[config.mk]
export PLATFORM = sky130hd
export DESIGN_NAME = mips_regfile_param
export DESIGN_NICKNAME = d
export VERILOG_FILES = /design/src/rtl/mips_regfile_param_pkg.sv /design/src/rtl/mips_regfile_clear_fsm.sv /design/src/rtl/mips_regfile_param.sv
export SDC_FILE = /design/constraint.sdc
export NUM_CORES = 2
export LEC_CHECK = 0
export CAP_MARGIN = 15
export CORE_MARGIN = 2
export CORE_UTILIZATION = 68
export DETAILED_ROUTE_END_ITERATION = 10
export PLACE_DENSITY = 0.86
export SLEW_MARGIN = 20
export SYNTH_ARGS = -nofsm -noshare
export SYNTH_HDL_FRONTEND = slang
export SYNTH_SLANG_ARGS = --single-unit
[constraint.sdc]
create_clock -name clock -period 8.93 [get_ports clock]
set_input_delay 1.786 -clock clock [delete_from_list [all_inputs] [get_ports clock]]
set_output_delay 1.786 -clock clock [all_outputs]
set_load 0.05 [all_outputs]
[src/rtl/mips_regfile_param_pkg.sv]
// Shared types and default geometry for the MIPS register file, decoder and hazard unit.
package mips_regfile_pkg;

  typedef enum logic {
    IDLE  = 1'b0,
    CLEAR = 1'b1
  } clr_state_t;

  localparam int DEF_DATA_W   = 32;
  localparam int DEF_NUM_REGS = 32;
  localparam int DEF_ADDR_W   = $clog2(DEF_NUM_REGS);
  localparam int DEF_NUM_RD   = 2;

endpackage

[src/rtl/mips_regfile_clear_fsm.sv]
// Sequential clear engine: walks the register array one entry per cycle.
module mips_regfile_clear_fsm
  import mips_regfile_pkg::*;
#(
  parameter int NUM_REGS = DEF_NUM_REGS,
  parameter int ADDR_W   = $clog2(NUM_REGS)
) (
  input  logic              clock,
  input  logic              reset,
  input  logic              clr_req,
  output logic              busy,
  output logic              clr_en,
  output logic [ADDR_W-1:0] clr_idx
);

  localparam logic [ADDR_W-1:0] LAST_IDX = ADDR_W'(NUM_REGS - 1);

  clr_state_t        state;
  logic [ADDR_W-1:0] idx;

  // State and index update; clr_req is only looked at while idle.
  always_ff @(posedge clock) begin
    if (reset) begin
      state <= IDLE;
      idx   <= '0;
    end else begin
      case (state)
        IDLE: begin
          if (clr_req) begin
            state <= CLEAR;
            idx   <= '0;
          end
        end
        CLEAR: begin
          if (idx == LAST_IDX) begin
            state <= IDLE;
            idx   <= '0;
          end else begin
            idx <= idx + ADDR_W'(1);
          end
        end
        default: begin
          state <= IDLE;
          idx   <= '0;
        end
      endcase
    end
  end

  // busy decodes a single state flop, so it is registered and glitch-free.
  assign busy    = (state == CLEAR);
  assign clr_en  = busy;
  assign clr_idx = idx;

endmodule

[src/rtl/mips_regfile_param.sv]
// Parametrised MIPS register file: N read ports, optional zero register,
// optional write-to-read bypass, and a sequential clear sweep.
module mips_regfile_param
  import mips_regfile_pkg::*;
#(
  parameter int DATA_W   = DEF_DATA_W,
  parameter int NUM_REGS = DEF_NUM_REGS,
  parameter int ADDR_W   = $clog2(NUM_REGS),
  parameter int NUM_RD   = DEF_NUM_RD,
  parameter int ZERO_REG = 1,
  parameter int BYPASS   = 1
) (
  input  logic                           clock,
  input  logic                           reset,
  input  logic                           we,
  input  logic [ADDR_W-1:0]              wa,
  input  logic [DATA_W-1:0]              wd,
  input  logic [NUM_RD-1:0][ADDR_W-1:0]  ra,
  output logic [NUM_RD-1:0][DATA_W-1:0]  rd,
  input  logic                           clr_req,
  output logic                           busy
);

  localparam logic [ADDR_W:0] REG_CNT = (ADDR_W + 1)'(NUM_REGS);

  logic [DATA_W-1:0] regs [NUM_REGS];
  logic              clr_en;
  logic [ADDR_W-1:0] clr_idx;
  logic              wa_in_range;
  logic              wa_is_zero_reg;
  logic              write_ok;

  mips_regfile_clear_fsm #(
    .NUM_REGS (NUM_REGS),
    .ADDR_W   (ADDR_W)
  ) u_clear_fsm (
    .clock   (clock),
    .reset   (reset),
    .clr_req (clr_req),
    .busy    (busy),
    .clr_en  (clr_en),
    .clr_idx (clr_idx)
  );

  // A write commits only when idle, in range and not aimed at a hardwired zero.
  always_comb begin
    wa_in_range    = ({1'b0, wa} < REG_CNT);
    wa_is_zero_reg = (ZERO_REG != 0) && (wa == '0);
    write_ok       = we && !busy && wa_in_range && !wa_is_zero_reg;
  end

  // Storage: reset clears everything, the sweep clears one entry, else user write.
  always_ff @(posedge clock) begin
    if (reset) begin
      for (int unsigned i = 0; i < NUM_REGS; i++) begin
        regs[i] <= '0;
      end
    end else if (clr_en) begin
      regs[clr_idx] <= '0;
    end else if (write_ok) begin
      regs[wa] <= wd;
    end
  end

  for (genvar p = 0; p < NUM_RD; p++) begin : g_rd
    logic [DATA_W-1:0] rdata;

    // Read mux: zero register, then bypass of a committing write, then storage.
    always_comb begin
      rdata = '0;
      if ((ZERO_REG != 0) && (ra[p] == '0)) begin
        rdata = '0;
      end else if ((BYPASS != 0) && write_ok && (wa == ra[p])) begin
        rdata = wd;
      end else if ({1'b0, ra[p]} < REG_CNT) begin
        rdata = regs[ra[p]];
      end
    end

    assign rd[p] = rdata;
  end

endmodule

Word-level counts from Yosys, hierarchy flattened
Memory sizes are Yosys's and may differ from the RTL's. Cells that the tools add are included. W data, S select, Z words.

Memories: 1. Input port bits: 51. Memory bits (writable): 1024. Logic and storage cells: 45. Register bits after elaboration: 6. Output and inout port bits: 65.

Memory list: regs (depth 32, bits a word 32, rd ports 2, clocked after Yosys merged registers in 0, write ports 32, RTL line mips_regfile_param.sv:26) `logic [DATA_W-1:0] regs [NUM_REGS];`.

Add/sub/neg operators: 1. Reduce and logical (&&, ||, !) cells: 11. Equality and inequality tests: 4. Multiplexer cells: 25. Bitwise logic cells: 1.

Operator list (count): $mux W32 (6); $reduce_or A32 Y1 (2); $mux W5 (4); $logic_not A5 Y1 (3); $mux W1 (13); $eq A5 B5 Y1 (2); $pmux W5 S2 (1); $add A5 B1 Y5 const B (1); $eq A5 B5 Y1 const B (1); $logic_and A1 B1 Y1 (4); $logic_not A1 Y1 (2); $ne A2 B2 Y1 const B (1); $pmux W1 S2 (1); $not A1 Y1 (1).

Depth between registers and ports, before layout
Depth after elaboration: 9. Depth in mapped cells: 11.

Modules after synthesis
A second synthesis with hierarchy kept.

Cells, all modules: 3984. Area total of the unflattened synthesis: 53515.1 sq um.

By module, submodules not included: mips_regfile_param (instances 1, area each 53207.3 sq um, cells an instance 3952); mips_regfile_clear_fsm (instances 1, area each 307.8 sq um, cells an instance 32).

Least setup slack after synthesis
OpenSTA, ideal clock, no wires.

Path type: input port to output port. Start: input port ra[5] (netlist bit). End: output port rd[60] (netlist bit). Stages on the path: 10. Data arrival time: 4416 ps. Path buffers: 4. Setup slack: 2728 ps. Path through: clkbuf_1 -> buf_4 -> buf_4 -> buf_4 -> mux2i_1 -> a221oi_1 -> a22oi_1 -> o21ai_0 -> nand2_1 -> o31ai_1.

RTL lines: from (decl) (RTL line mips_regfile_param.sv:18) `input logic [NUM_RD-1:0][ADDR_W-1:0] ra,`; to (decl) (RTL line mips_regfile_param.sv:19) `output logic [NUM_RD-1:0][DATA_W-1:0] rd,`.

==> metrics.txt <==
# TYPE chip_impl_metric gauge
chip_impl_metric{name="cts_resized",unit=""} 0
chip_impl_info{name="element_type_at_the_critical_path_start",value="input port"} 1
chip_impl_metric{name="setup_viol",unit=""} 0
chip_impl_metric{name="die_area",unit="sq um"} 81300
chip_impl_metric{name="slew_at_the_pin_closest_to_its_max_slew_limit",unit="ns"} 1.37
chip_impl_metric{name="hold_viol_final",unit=""} 0
chip_impl_metric{name="slew_violations",unit=""} 0
chip_impl_metric{name="vdd_ir_drop_max",unit="V"} 0.000197
chip_impl_metric{name="buffer_ports.inserted",unit=""} 115
chip_impl_metric{name="synth_sequential_area_ratio",unit=""} 0.574
chip_impl_metric{name="drc_errors",unit=""} 47
chip_impl_metric{name="dr.pass1.iters",unit=""} 11
chip_impl_metric{name="n_fill_cell",unit=""} 4662
chip_impl_metric{name="post_dp_cell_area",unit="sq um"} 55700
chip_impl_metric{name="detail_route.iter0.violations",unit=""} 9560
chip_impl_metric{name="post_place_worst_slack",unit="ns"} 1.61
chip_impl_info{name="critPathTopFamily",value="buffers and inverters"} 1
chip_impl_metric{name="achievable-frequency",unit="MHz"} 129
chip_impl_metric{name="avgViaCountPerCell",unit=""} 8.15
chip_impl_metric{name="clk_latency",unit="ns"} 0.69
chip_impl_metric{name="critical_path.n_buffers_inverters",unit=""} 2
chip_impl_metric{name="timing.critical_path.fanout_max",unit=""} 9
chip_impl_metric{name="antenna_violating_nets_left",unit=""} 0
chip_impl_metric{name="stdcell_area",unit="sq um"} 58800
chip_impl_metric{name="pin_count",unit=""} 116
chip_impl_metric{name="synth.cell_area",unit="sq um"} 53700
chip_impl_info{name="worst_hold_path_type",value="flip-flop to flip-flop"} 1
chip_impl_metric{name="drive_gt1_frac",unit=""} 0.198
chip_impl_info{name="most_frequent_cells_in_the_layout",value="sky130_fd_sc_hd__nor2_1, sky130_fd_sc_hd__edfxtp_1, sky130_fd_sc_hd__mux4_2"} 1
chip_impl_metric{name="yosysUniqueCellTypes",unit=""} 64
chip_impl_metric{name="synthesis.instances",unit=""} 4047
chip_impl_metric{name="floorplan.initialDensity",unit=""} 0.684
chip_impl_metric{name="floorplan.die.height",unit="microns"} 285
chip_impl_metric{name="cts.clk_slew.worst_paths",unit="ns"} 0.06
chip_impl_info{name="grt_setup_unrepaired",value="no"} 1
chip_impl_metric{name="synth_adder_area_share",unit=""} 0.000466
chip_impl_metric{name="synth_enable_flop_cells",unit=""} 1024
chip_impl_metric{name="wire_per_inst",unit="microns"} 38.2
chip_impl_info{name="timing.setup.critical_path_class",value="input port to output pin"} 1
chip_impl_metric{name="clock_tree.buffer_depth",unit=""} 3
chip_impl_metric{name="power.density_cell_area",unit="nW/um^2"} 193
chip_impl_metric{name="cp.required",unit="ns"} 7.14
chip_impl_info{name="violations",value="DRC"} 1
chip_impl_metric{name="yosysWarningCount",unit=""} 0
chip_impl_metric{name="cts_inserted_buffers",unit=""} 102
chip_impl_metric{name="simple_gate_fraction_of_synth_area",unit=""} 0.108
chip_impl_metric{name="postCtsSetupRepairBufs",unit=""} 0
chip_impl_metric{name="hold_buf_count_cts",unit=""} 0
chip_impl_metric{name="rows",unit=""} 103
chip_impl_metric{name="number_of_global_route_vias_before_repair",unit=""} 41000
chip_impl_metric{name="layout-area-overhead-vs-synth",unit="%"} 9.49
chip_impl_metric{name="num-nets-final",unit=""} 4068
chip_impl_metric{name="finalWirelength",unit="mm"} 196
chip_impl_metric{name="layout_setup_ws",unit="ns"} 1.17
chip_impl_metric{name="htreeDepth",unit=""} 3
chip_impl_metric{name="gr-usage-all-layers",unit=""} 0.481
chip_impl_metric{name="grt_pass1_wl",unit="mm"} 276
chip_impl_metric{name="numClockSinks",unit=""} 1030
chip_impl_metric{name="synthXorXnorAreaFrac",unit=""} 0.00163
chip_impl_info{name="cpMaxStageDelayCell",value="sky130_fd_sc_hd__clkdlybuf4s50_1"} 1
chip_impl_info{name="run_status",value="finished with violations"} 1
chip_impl_metric{name="ys_ff_latch",unit=""} 1030
chip_impl_metric{name="via_count",unit=""} 42000
chip_impl_metric{name="cp_slowest_stage_delay",unit="ns"} 0.84
chip_impl_metric{name="final.min_clock_period",unit="ns"} 7.76
chip_impl_metric{name="floorplan.die.width",unit="microns"} 285
chip_impl_metric{name="power_leakage",unit="uW"} 0.0200
chip_impl_metric{name="antenna_found_initial",unit=""} 8
chip_impl_info{name="cts-root-buf",value="sky130_fd_sc_hd__clkbuf_16"} 1
chip_impl_metric{name="synth-compound-area-share",unit=""} 0.0609
chip_impl_metric{name="postSynthAreaPerCell",unit="sq um"} 13.3
chip_impl_metric{name="critical_path_arrival",unit="ns"} 5.97
chip_impl_info{name="endpoint_kind",value="output pin"} 1
chip_impl_metric{name="slew-limit-headroom",unit=""} 0.0831
chip_impl_metric{name="grt_overflow_total",unit=""} 0
chip_impl_metric{name="fin_util",unit=""} 0.749
chip_impl_metric{name="synth.area.mux_share",unit=""} 0.218
chip_impl_info{name="tritoncts",value="yes"} 1
chip_impl_metric{name="clock_skew",unit="ns"} 0.0133
chip_impl_metric{name="pin_count_of_the_biggest_net_entering_global_routing",unit=""} 111
chip_impl_metric{name="number_of_maximum_capacitance_violations",unit=""} 0
chip_impl_metric{name="fin_crit_sh",unit=""} 0.869
chip_impl_info{name="critical_path.cell_chain",value="clkdlybuf4s50_1 > nor4_4 > a21oi_1 > and4_1 > or3_1 > a211oi_1 > a221o_1 > clkdlybuf4s50_1"} 1
chip_impl_metric{name="hold-worst-slack",unit="ns"} 0.562
chip_impl_metric{name="core_area",unit="sq um"} 78600
chip_impl_metric{name="place.detailed.hpwl",unit="mm"} 114
chip_impl_metric{name="routabilityCongestion",unit=""} 1.04
chip_impl_info{name="combinational_family_with_the_most_area_after_synthesis",value="multiplexers"} 1
chip_impl_info{name="cpMostUsedCell",value="sky130_fd_sc_hd__clkdlybuf4s50_1"} 1
chip_impl_metric{name="asyncSetResetFlopFracSynth",unit=""} 0
chip_impl_info{name="synth-main-ff-cell",value="sky130_fd_sc_hd__edfxtp_1"} 1
chip_impl_info{name="layout_commonest_cell",value="sky130_fd_sc_hd__nor2_1"} 1
chip_impl_metric{name="fin_tns_setup",unit="ns"} 0
## cell type report
| class | instances | area (sq um) | share of cell area |
|---|---|---|---|
| sequential | 1030 | 30900 | 0.525 |
| multi-input combinational | 2624 | 21300 | 0.361 |
| clock buffer | 126 | 2710 | 0.0461 |
| timing repair buffer | 250 | 2270 | 0.0386 |
| tap | 1050 | 1310 | 0.0223 |
| clock inverter | 58 | 389 | 0.00661 |
| inverter | 7 | 26.3 | 0.000447 |
| antenna | 4 | 10.0 | 0.000170 |
## synthesized netlist by cell type, types with 4 or more instances
library cell,n,share of area
sky130_fd_sc_hd__and3_1,16,0.0019
sky130_fd_sc_hd__inv_1,4,0.00028
sky130_fd_sc_hd__o22ai_1,46,0.0054
sky130_fd_sc_hd__mux4_2,382,0.16
sky130_fd_sc_hd__or3_1,9,0.0010
sky130_fd_sc_hd__a211o_1,15,0.0024
sky130_fd_sc_hd__buf_2,168,0.016
sky130_fd_sc_hd__a2111oi_0,7,0.0011
sky130_fd_sc_hd__nand2_1,170,0.012
sky130_fd_sc_hd__nor4_1,8,0.00093
sky130_fd_sc_hd__a21oi_1,74,0.0069
sky130_fd_sc_hd__edfxtp_1,1024,0.57
sky130_fd_sc_hd__buf_4,28,0.0039
sky130_fd_sc_hd__a31oi_1,15,0.0017
sky130_fd_sc_hd__o311ai_0,5,0.00081
sky130_fd_sc_hd__o22a_1,5,0.00081
sky130_fd_sc_hd__nand3_1,15,0.0014
sky130_fd_sc_hd__mux2i_1,282,0.053
sky130_fd_sc_hd__nand3b_1,4,0.00056
sky130_fd_sc_hd__a211oi_1,53,0.0074
sky130_fd_sc_hd__o211ai_1,7,0.00098
sky130_fd_sc_hd__and2_1,10,0.0012
sky130_fd_sc_hd__o21ai_0,85,0.0079
sky130_fd_sc_hd__nor2b_1,38,0.0044
sky130_fd_sc_hd__clkbuf_1,196,0.014
sky130_fd_sc_hd__nand2b_1,40,0.0047
sky130_fd_sc_hd__buf_6,6,0.0013
sky130_fd_sc_hd__nor2_1,1058,0.074
sky130_fd_sc_hd__a22oi_1,45,0.0063
sky130_fd_sc_hd__xor2_1,6,0.00098
sky130_fd_sc_hd__nand4_1,5,0.00058
sky130_fd_sc_hd__dfxtp_1,6,0.0022
sky130_fd_sc_hd__mux2_2,27,0.0057
sky130_fd_sc_hd__nor3_1,30,0.0028
sky130_fd_sc_hd__a221oi_1,60,0.0098
sky130_fd_sc_hd__xnor2_1,4,0.00065
sky130_fd_sc_hd__a221o_1,33,0.0061
sky130_fd_sc_hd__buf_1,18,0.0013
sky130_fd_sc_hd__nor3b_1,7,0.00098
## sequential cells by signal, summed over array words and instances, names as in the netlist
register	count
regs	1024
u_clear_fsm.busy	1
u_clear_fsm.clr_idx	5
## routing by layer
layer | global-route usage | part of all wire | wire [microns] | up-vias
met2 | 0.674 | 0.41 | 81100 | 5421
li1 | - | - | - | 15300
met3 | 0.214 | 0.20 | 39800 | 1493
met4 | 0.342 | 0.097 | 19000 | 10
met5 | 0.00872 | 0.00084 | 166 | -
met1 | 0.600 | 0.29 | 56300 | 19800
## final timing paths
check / from / endpoint / slack, ns / cells past startpoint
min reg2reg: u_clear_fsm.clr_idx[1] / u_clear_fsm.clr_idx[3] / 0.56 / 2
max reg2reg: u_clear_fsm.busy / regs[14][6] / 3.86 / 8
max: wa[4] / rd[33] / 1.17 / 8
min: u_clear_fsm.clr_idx[1] / u_clear_fsm.clr_idx[3] / 0.56 / 2
## cell families (layout without fill, tap and decap cells)
| kind of cell | after synthesis | after routing |
|---|---|---|
| adders and majority gates | 2 | 2 |
| DFF | 1030 | 1030 |
| buffers and inverters | 424 | 441 |
| AOI/OAI and AO/OA | 469 | 469 |
| and+or+nand+nor | 1420 | 1420 |
| xor gates and xnor gates | 10 | 10 |
| muxes | 691 | 691 |
| other | 1 | 36 |
## per-stage QoR
step           std cells  power (uW)
4_1_cts             5145       11200
3_5_place_dp        4961        7190
3_3_place_gp        4961        7150
5_1_grt             5147       11500
6_report            5149       11400
2_1_floorplan       4078        6610
## worst reg2reg max path: stages (launching register included)
cell and delay (ns):
sky130_fd_sc_hd__dfxtp_1 0.41, sky130_fd_sc_hd__nand2b_1 0.32, sky130_fd_sc_hd__a211oi_4 0.30, sky130_fd_sc_hd__buf_4 0.66, sky130_fd_sc_hd__mux2i_1 0.34, sky130_fd_sc_hd__nor2b_1 0.73
sky130_fd_sc_hd__nand2_2 0.94, sky130_fd_sc_hd__nand2b_2 0.33, sky130_fd_sc_hd__buf_4 0.64
## power by group
part / switching [uW] / internal (uW) / leakage [uW]
Combinational: 1080 / 543 / 0.00784
Clock: 1850 / 2280 / 0.00153
Sequential: 105 / 5490 / 0.0106
Total: 3030 / 8320 / 0.0200
Note: power is estimated with default switching activity, not from simulation.
